**config.mk**
```make
export PLATFORM = sky130hd
export DESIGN_NAME = ex_muldiv
export DESIGN_NICKNAME = d
export VERILOG_FILES = /design/src/rtl/ex_muldiv.sv
export SDC_FILE = /design/constraint.sdc
export NUM_CORES = 1
export LEC_CHECK = 0
export ABC_AREA = 1
export ABC_CLOCK_PERIOD_IN_PS = 13900
export CORE_MARGIN = 1.5
export CORE_UTILIZATION = 45
export CTS_CLUSTER_SIZE = 16
export DETAILED_ROUTE_END_ITERATION = 10
export HOLD_SLACK_MARGIN = 0.06
export PLACE_DENSITY_LB_ADDON = 0.2
export SLEW_MARGIN = 20
export SYNTH_ARGS = -nofsm -noshare
export SYNTH_HDL_FRONTEND = slang
export SYNTH_SLANG_ARGS = --single-unit
```
**constraint.sdc**
```tcl
create_clock -name clk -period 13.9 [get_ports clk]
set_input_delay 2.085 -clock clk [delete_from_list [all_inputs] [get_ports clk]]
set_output_delay 2.085 -clock clk [all_outputs]
set_load 0.05 [all_outputs]
```
**src/rtl/ex_muldiv.sv**
```systemverilog
// Iterative 32x32 multiply / 32/32 divide unit with HI/LO registers.
// Shift-add multiply and restoring divide, one bit per cycle, then a sign-fix cycle.
module ex_muldiv (
  input  logic        clk,
  input  logic        clr,
  input  logic        start,
  input  logic [1:0]  op,
  input  logic [31:0] a,
  input  logic [31:0] b,
  input  logic        mfhi,
  input  logic        mflo,
  input  logic        mthi,
  input  logic        mtlo,
  output logic [31:0] hi,
  output logic [31:0] lo,
  output logic        busy,
  output logic        stall
);

  typedef enum logic [1:0] {IDLE, MUL, DIV, FIX} state_t;

  state_t      state_reg, state_next;
  logic [5:0]  count_reg;
  logic        is_div_reg;
  logic        neg_q_reg;
  logic        neg_r_reg;
  logic [31:0] a_reg;
  logic [31:0] abs_a_reg;
  logic [31:0] abs_b_reg;
  logic [63:0] acc_reg;
  logic [31:0] hi_reg;
  logic [31:0] lo_reg;

  logic        is_signed;
  logic [31:0] abs_a, abs_b;
  logic [32:0] mul_sum;
  logic [32:0] div_trial;
  logic [63:0] prod_fix;
  logic [31:0] quo_fix, rem_fix;

  assign is_signed = ~op[0];
  assign abs_a     = (is_signed & a[31]) ? (32'd0 - a) : a;
  assign abs_b     = (is_signed & b[31]) ? (32'd0 - b) : b;

  // Multiply: add multiplicand into the top half when the current multiplier bit is set.
  assign mul_sum   = {1'b0, acc_reg[63:32]} + {1'b0, (abs_b_reg[0] ? abs_a_reg : 32'd0)};
  // Divide: acc holds {remainder, dividend/quotient}; trial-subtract the divisor.
  assign div_trial = acc_reg[63:31] - {1'b0, abs_b_reg};

  assign prod_fix  = neg_q_reg ? (64'd0 - acc_reg) : acc_reg;
  assign quo_fix   = neg_q_reg ? (32'd0 - acc_reg[31:0]) : acc_reg[31:0];
  assign rem_fix   = neg_r_reg ? (32'd0 - acc_reg[63:32]) : acc_reg[63:32];

  assign busy  = (state_reg != IDLE);
  assign stall = busy & (start | mfhi | mflo | mthi | mtlo);
  assign hi    = hi_reg;
  assign lo    = lo_reg;

  always_ff @(posedge clk or posedge clr) begin
    if (clr) state_reg <= IDLE;
    else     state_reg <= state_next;
  end

  always_comb begin
    state_next = state_reg;
    case (state_reg)
      IDLE:    if (start) state_next = op[1] ? DIV : MUL;
      MUL:     if (count_reg == 6'd31) state_next = FIX;
      DIV:     if (count_reg == 6'd31) state_next = FIX;
      default: state_next = IDLE;
    endcase
  end

  always_ff @(posedge clk or posedge clr) begin
    if (clr) begin
      count_reg  <= 6'd0;
      is_div_reg <= 1'b0;
      neg_q_reg  <= 1'b0;
      neg_r_reg  <= 1'b0;
      a_reg      <= 32'd0;
      abs_a_reg  <= 32'd0;
      abs_b_reg  <= 32'd0;
      acc_reg    <= 64'd0;
      hi_reg     <= 32'd0;
      lo_reg     <= 32'd0;
    end else begin
      case (state_reg)
        IDLE: begin
          if (mthi) hi_reg <= a;
          if (mtlo) lo_reg <= a;
          if (start) begin
            count_reg  <= 6'd0;
            is_div_reg <= op[1];
            neg_q_reg  <= is_signed & (a[31] ^ b[31]);
            neg_r_reg  <= is_signed & a[31];
            a_reg      <= a;
            abs_a_reg  <= abs_a;
            abs_b_reg  <= abs_b;
            acc_reg    <= op[1] ? {32'd0, abs_a} : 64'd0;
          end
        end
        MUL: begin
          acc_reg   <= {mul_sum, acc_reg[31:1]};
          abs_b_reg <= {1'b0, abs_b_reg[31:1]};
          count_reg <= count_reg + 6'd1;
        end
        DIV: begin
          if (!div_trial[32]) acc_reg <= {div_trial[31:0], acc_reg[30:0], 1'b1};
          else                acc_reg <= {acc_reg[62:0], 1'b0};
          count_reg <= count_reg + 6'd1;
        end
        default: begin
          if (!is_div_reg) begin
            hi_reg <= prod_fix[63:32];
            lo_reg <= prod_fix[31:0];
          end else if (abs_b_reg == 32'd0) begin
            // Divide by zero: HI keeps the original dividend, LO saturates.
            hi_reg <= a_reg;
            lo_reg <= 32'hFFFF_FFFF;
          end else begin
            hi_reg <= rem_fix;
            lo_reg <= quo_fix;
          end
        end
      endcase
    end
  end

endmodule

```
# [Word-level counts from Yosys, hierarchy flattened]
# Cells that the tools add are included.
[classes] n_reduce_logical=14 eq_ne=7 add_sub_neg=8 n_mux=26 n_bitwise=11
[ops] op="2-to-1 mux 32 bit" count=13
[ops] op="2-to-1 mux 64 bit" count=3
[ops] op="case mux 32 bit (2 select lines)" count=3
[ops] op="case mux 64 bit (3 select lines)" count=1
[ops] op="subtractor 1 x 32 -> 32 bit (first input constant)" count=4
[ops] op="subtractor 1 x 64 -> 64 bit (first input constant)" count=1
[ops] op="adder 32 x 32 -> 33 bit" count=1
[ops] op="subtractor 33 x 32 -> 33 bit" count=1
[ops] op="logical NOT 32 bit" count=1
[ops] op="AND reduction 2 bit" count=7
[ops] op="case mux 6 bit (2 select lines)" count=1
[ops] op="adder 6 x 1 -> 6 bit (second input constant)" count=1
[ops] op="== test 6 x 5 -> 1 bit (second input constant)" count=1
[ops] op="2-to-1 mux 2 bit" count=3
[ops] op="2-to-1 mux 6 bit" count=1
[ops] op="inequality test 2 bit (second input constant)" count=3
[ops] op="nonzero test 2 bit" count=3
[ops] op="bitwise AND 1 bit" count=4
[ops] op="bitwise OR 1 bit" count=4
[ops] op="case mux 2 bit (2 select lines)" count=1
[ops] op="nonzero test 3 bit" count=1
[ops] op="== test 2 x 1 -> 1 bit (second input constant)" count=1
[ops] op="== test 2 bit (second input constant)" count=1
[ops] op="logical NOT 2 bit" count=1
[ops] op="4 further kinds" count=5
[totals] out_inout_bits=66 reg_bits=235 elab_cells=77 input_bits=73

# [Logic depth before layout (Yosys ltp)]
# Gate-level depths: netlist of run 1.
[depth] word_depth=6 mapped_depth=22 depth_no_buf=20

# [Least setup slack after synthesis of run 1]
# No wires, ideal clock.
[synth_timing] path_kind="input to output" startpoint="input port mfhi" endpoint="output port stall" stages=3 slack_ps=8872 arrival_ps=2943 path_buffers=0 cell_sequence="or4_1 > o21ai_0 > inv_1"
[synth_via] elab_chain_cells=5
[synth_lines] item="from (decl)" line="10" rtl="input logic mfhi,"
[synth_lines] item="bitwise OR 1 bit (4 in a row)" line="55" rtl="assign stall = busy & (start | mfhi | mflo | mthi | mtlo);"
[synth_lines] item="bitwise AND 1 bit" line="55"
[synth_lines] item="to (decl)" line="17" rtl="output logic stall"
# No other way between the ends.

# [Worst setup path after layout of run 1]
[layout_timing] startpoint="input port start" endpoint="output port stall"
[layout_via] elab_chain_cells=5
[layout_lines] item="from (decl)" line="6" rtl="input logic start,"
[layout_lines] item="bitwise OR 1 bit (4 in a row)" line="55"
[layout_lines] item="bitwise AND 1 bit" line="55"
# No other way between the ends.

==> results of run 1 <==
## routing by layer
metal,vias to the layer above,share of wire
li1,11475,-
met1,11228,0.45
met2,1095,0.42
met3,139,0.097
met4,0,0.036
met5,-,0
## Yosys cell counts, drive strengths merged
library cell,number,area (um2)
a21boi,1,7.510
nand4,41,256.5
or2,10,62.56
a21oi,242,1237
and3,1,6.260
a22oi,29,217.7
nand2,1188,4569
o21ai,219,1100
buf,50,286.5
and2,3,18.77
a21o,7,52.55
or4,1,7.510
ha,73,913.4
inv,428,1607
nand3,296,1524
o21a,4,30.03
nor3b,3,22.52
a31oi,3,18.77
clkbuf,84,319.1
nor3,30,177.7
o32ai,1,8.760
nor4,2,18.77
o221ai,9,78.83
o22ai,32,200.2
nand3b,16,120.1
nor2,400,1569
o211ai,32,240.2
xnor2,9,78.83
xor2,66,578.1
clkinv,2,7.510
o21bai,7,52.55
dfrtp,234,5856
fa,2,40.04
o31ai,1,7.510
## power groups by stage
| stage | combinational (W) | clock [W] | sequential, W |
|---|---|---|---|
| after global routing | 0.00556 | 0.000802 | 0.00137 |
| final | 0.00510 | 0.000770 | 0.00134 |
| after detailed placement | 0.00496 | 0 | 0.00134 |
| after global placement | 0.00494 | 0 | 0.00134 |
| after floorplan | 0.00324 | 0 | 0.00154 |
| after CTS | 0.00499 | 0.000775 | 0.00133 |
## worst max-delay path, delay by kind of cell
kind                   cells  cell delay [ns]
buffers and inverters      3             1.22
and+or+nand+nor            1             0.51
AOI/OAI and AO/OA          1             0.15
## logic make-up after synthesis
kind of cell / count (synthesis) / synth area share
adders and majority gates: 75 / 0.04478
xor gates and xnor gates: 75 / 0.03085
DFF: 234 / 0.2750
AOI/OAI and AO/OA: 587 / 0.1527
and+or+nand+nor: 1991 / 0.3923
buffers and inverters: 564 / 0.1043
## per-stage QoR
| stage | cells | util | power [W] | hold WS, ns | setup slack (ns) |
|---|---|---|---|---|---|
| floorplan | 3526 | - | 0.004774 | 0.4414 | 5.397 |
| global placement | 4158 | 0.4938 | 0.006278 | 0.4637 | 7.783 |
| detailed placement | 4158 | 0.4938 | 0.006294 | 0.4659 | 7.825 |
| CTS | 4208 | 0.5140 | 0.007093 | 0.4819 | 7.826 |
| global route | 4208 | 0.5140 | 0.007735 | 0.4991 | 7.755 |
| finish | 4208 | 0.5140 | 0.007214 | 0.4809 | 7.835 |
## layout make-up
class	count	area, um2
inverters	430	1622
repair buffers	159	1539
multi-input cells	2728	13260
well taps	607	759.5
clock inverters	10	112.6
clock buffers	40	828.3
fillers	5000	22680
flip-flops and latches	234	5857
## worst max path at each step
stage / start / endpoint / slack (ns) / cells past startpoint
after floorplan: clr / a_reg[0] / 5.40 / 1
after global placement: start / stall / 7.78 / 5
after detailed placement: start / stall / 7.83 / 5
after CTS: start / stall / 7.83 / 5
after global routing: start / stall / 7.75 / 5
final: start / stall / 7.83 / 5
==> results.json, run 1 <==
{
  "drc": 0,
  "p_clk_frac": 0.107,
  "ys_seq_area_frac": 0.2750,
  "use_met2": 0.5143,
  "reg2reg_slack_ns": 10.12,
  "cts_hold_buf": 0,
  "gr-usage-met1": 0.5338,
  "rr_worst_depth": 11,
  "drv_cap": 0,
  "use_met3": 0.06034,
  "cts-buffers-inserted": 30,
  "syn-cell-area_um2": 21290,
  "slowest_stage": "clkdlybuf4s50_1",
  "drtIter0Drc": 2913,
  "layout_commonest_cell": "nand2_1",
  "crit_chain": "clkdlybuf4s50_1 > or4_1 > o21ai_0 > inv_1 > clkdlybuf4s50_1",
  "fp.dieW_um": 220.5,
  "pwr-share-comb": 0.707,
  "cpMostUsedCell": "clkdlybuf4s50_1",
  "antenna_found_initial": 0,
  "grt-busiest-layer": "met1",
  "placed_area_um2": 23040,
  "antennaDiodeCount": 0,
  "drive_above_1_share": 0.04304,
  "die_area_um2": 48630,
  "gp_congestion": 0.9940,
  "irDropWorstVdd_uv": 284.2,
  "die_h_um": 220.5,
  "cts_buffer_depth": 3,
  "min_path_type": "reg2reg",
  "cts_tree": "yes",
  "cts_root_buf": "clkbuf_16",
  "worstPathArrival_ns": 3.98,
  "grt.total_usage": 0.3565,
  "crit-reg2reg-capture": "acc_reg[7]",
  "mostFrequentLayoutCells": "nand2_1 (1153), inv_1 (420), nor2_1 (383)",
  "viasPerCell": 5.688,
  "areaGrowthSynthToFinish_pct": 12.63,
  "grt_pass1_vias": 21219,
  "cts_num_sinks": 234,
  "wl_per_cell_um": 20.71,
  "finalSetupTns_ns": 0,
  "min_to": "abs_a_reg[27]",
  "status": "finished clean",
  "num_vias": 23937,
  "routed_wl_um": 87140,
  "p_per_area_nw_per_um2": 300.8,
  "power.leakage_nw": 12.40,
  "cp-start-kind": "primary input",
  "finalClockSkew_ns": 0.03376,
  "relSlewSlack": 0.2776,
  "grt_max_degree": 98,
  "max_freq_mhz": 164.9,
  "globalRouteOverflowTotal": 0,
  "firstDrtPassIters": 6,
  "required_ns": 11.81,
  "holdPathStages": 2,
  "p_seq_frac": 0.186,
  "finalMaxSlewViolations": 0,
  "tightest_slew_ns": 1.082,
  "dpl.hpwl_um": 67420,
  "postCtsSetupRepairBufs": 0,
  "largest_reg_flops": 64,
  "min_from": "abs_a_reg[27]",
  "crit_fanout": 3,
  "postRouteAntennaNets": 0,
  "syn_nets": 3674,
  "insertion_delay_ns": 0.61,
  "fin_nets": 3731,
  "postSynthCellCount": 3526,
  "final-setup-viol-count": 0,
  "intPower_w": 0.002910,
  "p_sw_frac": 0.5966,
  "ioPinCount": 139,
  "path_clk_slew_ns": 0.06,
  "power_switching_w": 0.004304,
  "end_kind": "primary output",
  "htreeDepth": 1,
  "ys_types": 54,
  "min_period_ns": 6.065,
  "start_util": 0.4563,
  "cpPeakStageDelay_ns": 0.69,
  "final_cell_area_um2": 23980,
  "std_cell_rows": 79,
  "crit_type": "in2out",
  "cts_resized": 0,
  "fin_crit_sh": 0.4363,
  "grt_pass1_wl_um": 130500,
  "core_um2": 46650,
  "syn_avg_cell_area_um2": 6.038,
  "reg2reg_from": "state_reg[0]",
  "yosysWarnings": 0,
  "ys_seq_elements": 234,
  "place.port_buffers": 138,
  "grt_setup_unrepaired": "false",
  "hold_violations": 0
}
Power figures use the tool's default switching activity.
==> run 2: changes to the inputs <==
ABC_CLOCK_PERIOD_IN_PS = 6000   (was 13900)
clock period = 6 ns   (was 13.9 ns; I/O delays follow)
==> run 2 against run 1 <==
Against the previous run:
- the flow now finishes with violations (design-rule violations)
- setup slack got worse by 5.9 ns
- critical path depth rose by 2
- sequential share of layout area barely moved
- power rose by 130%
- final area rose by 0.14%
- clock-buffer cell count rose by 6
- cell count barely moved
- flip-flop and latch count did not move
- routed wire length fell by 0.73%
==> results.json, run 2 (synthesized netlist as in run 1, its figures left out) <==
{
  "status": "complete, but fails checks",
  "violations": "design-rule violations",
  "finalMaxSlewViolations": 0,
  "cts_hold_buf": 0,
  "fin_ws_ns": 1.948,
  "tightest_slew_ns": 1.105,
  "stdcell_count": 4212,
  "hold_violations": 0,
  "cts_root_buf": "clkbuf_16",
  "postRouteAntennaNets": 0,
  "final_cell_area_um2": 24010,
  "end_kind": "primary output",
  "num_vias": 24090,
  "die_h_um": 220.5,
  "drc": 4,
  "grt_pass1_vias": 21676,
  "gp_congestion": 1.023,
  "drv_cap": 0,
  "path_clk_slew_ns": 0.06,
  "fin_crit_sh": 0.6754,
  "crit_fanout": 47,
  "relSlewSlack": 0.2626,
  "min_from": "abs_b_reg[30]",
  "p_per_area_nw_per_um2": 696.9,
  "max_freq_mhz": 246.8,
  "crit_chain": "inv_1 > ha_2 > inv_2 > buf_4 > o21ai_0 > inv_1 > clkdlybuf4s50_1",
  "path_buf_inv": 5,
  "dp_slack_ns": 2.246,
  "p_total_w": 0.01673,
  "place.port_buffers": 138,
  "rr_worst_depth": 18,
  "cp_top_family": "buffers and inverters",
  "min_period_ns": 4.052,
  "antenna_found_initial": 0,
  "fin_nets": 3731,
  "grt_max_degree": 147,
  "irDropWorstVdd_uv": 589.0,
  "grt-busiest-layer": "met1",
  "cts_tree": "yes",
  "min_path_type": "reg2reg",
  "cts_num_sinks": 234,
  "mostFrequentLayoutCells": "nand2_1 (1153), inv_1 (420), nor2_1 (383)",
  "crit-reg2reg-capture": "acc_reg[55]",
  "firstDrtPassIters": 11,
  "areaGrowthSynthToFinish_pct": 12.79,
  "grt_setup_unrepaired": "false",
  "cts_buffer_depth": 3,
  "drive_above_1_share": 0.04327,
  "routed_wl_um": 86510,
  "worstPathArrival_ns": 3.15,
  "largest_reg_flops": 64,
  "use_met3": 0.08124,
  "cpPeakStageDelay_ns": 0.79,
  "die_area_um2": 48630,
  "grt.total_usage": 0.3541,
  "post-place-cells": 4158,
  "min_to": "abs_b_reg[30]",
  "gr-usage-met1": 0.5102,
  "wl_per_cell_um": 20.54,
  "use_met2": 0.5095,
  "crit_type": "reg2out",
  "dpl.hpwl_um": 66700,
  "slowest_stage": "clkdlybuf4s50_1",
  "reg2reg_from": "abs_b_reg[0]",
  "insertion_delay_ns": 0.59,
  "drtIter0Drc": 3038,
  "required_ns": 5.10,
  "cp-start-kind": "register",
  "holdPathStages": 2,
  "grt_pass1_wl_um": 130600,
  "cts-buffers-inserted": 29,
  "placed_area_um2": 23050,
  "htreeDepth": 1,
  "reg2reg_slack_ns": 2.66,
  "globalRouteOverflowTotal": 0,
  "antennaDiodeCount": 0,
  "finalClockSkew_ns": 0.04272,
  "core_um2": 46650,
  "start_util": 0.4563,
  "viasPerCell": 5.719,
  "fp.dieW_um": 220.5,
  "ioPinCount": 139,
  "cts_resized": 0,
  "power.leakage_nw": 12.42,
  "layout_commonest_cell": "nand2_1",
  "std_cell_rows": 79,
  "postCtsSetupRepairBufs": 0,
  "finalSetupTns_ns": 0,
  "final-setup-viol-count": 0,
  "cpMostUsedCell": "inv_1"
}
-- run 2: changes by cell type in the layout (fill, tap and decap cells not counted), sizes merged --
cell and change:
clkinvlp -3, buf +1, clkbuf +6
-- run 2: tightest hold or removal path, stage by stage (launching register included) --
cell and delay (ns):
dfrtp_1 0.34, nand2_1 0.05, nand2_1 0.05
-- run 2: area by class of cell --
class | count | area, um2
Tap cell | 607 | 759.5
Fill cell | 4958 | 22640
Clock inverter | 7 | 66.31
Sequential cell | 234 | 5857
Timing Repair Buffer | 160 | 1572
Clock buffer | 46 | 869.6
Inverter | 430 | 1618
Multi-Input combinational cell | 2728 | 13270
-- run 2: routing by layer --
| layer | wire, um | up-vias |
|---|---|---|
| met5 | 0 | - |
| met2 | 36020 | 1247 |
| met4 | 3698 | 0 |
| li1 | - | 11467 |
| met3 | 9228 | 183 |
| met1 | 37560 | 11193 |
-- run 2: worst max path at each step --
stage | startpoint | end | cells after the start
after CTS | state_reg[0] | stall | 7
after global routing | state_reg[0] | stall | 7
after floorplan | clr | a_reg[0] | 1
after global placement | start | stall | 5
final | state_reg[0] | stall | 7
after detailed placement | op[0] | abs_b_reg[29] | 9
-- run 2: power by group --
group	internal (W)	switching, W
sequential	0.00235	0.000784
clock	0.00103	0.000744
combinational	0.00341	0.00842
-- run 2: per-stage QoR --
stage / utilization / hold slack, ns
floorplan: - / 0.4414
global placement: 0.4940 / 0.4632
detailed placement: 0.4940 / 0.4650
CTS: 0.5141 / 0.4808
global route: 0.5147 / 0.4993
finish: 0.5147 / 0.4773
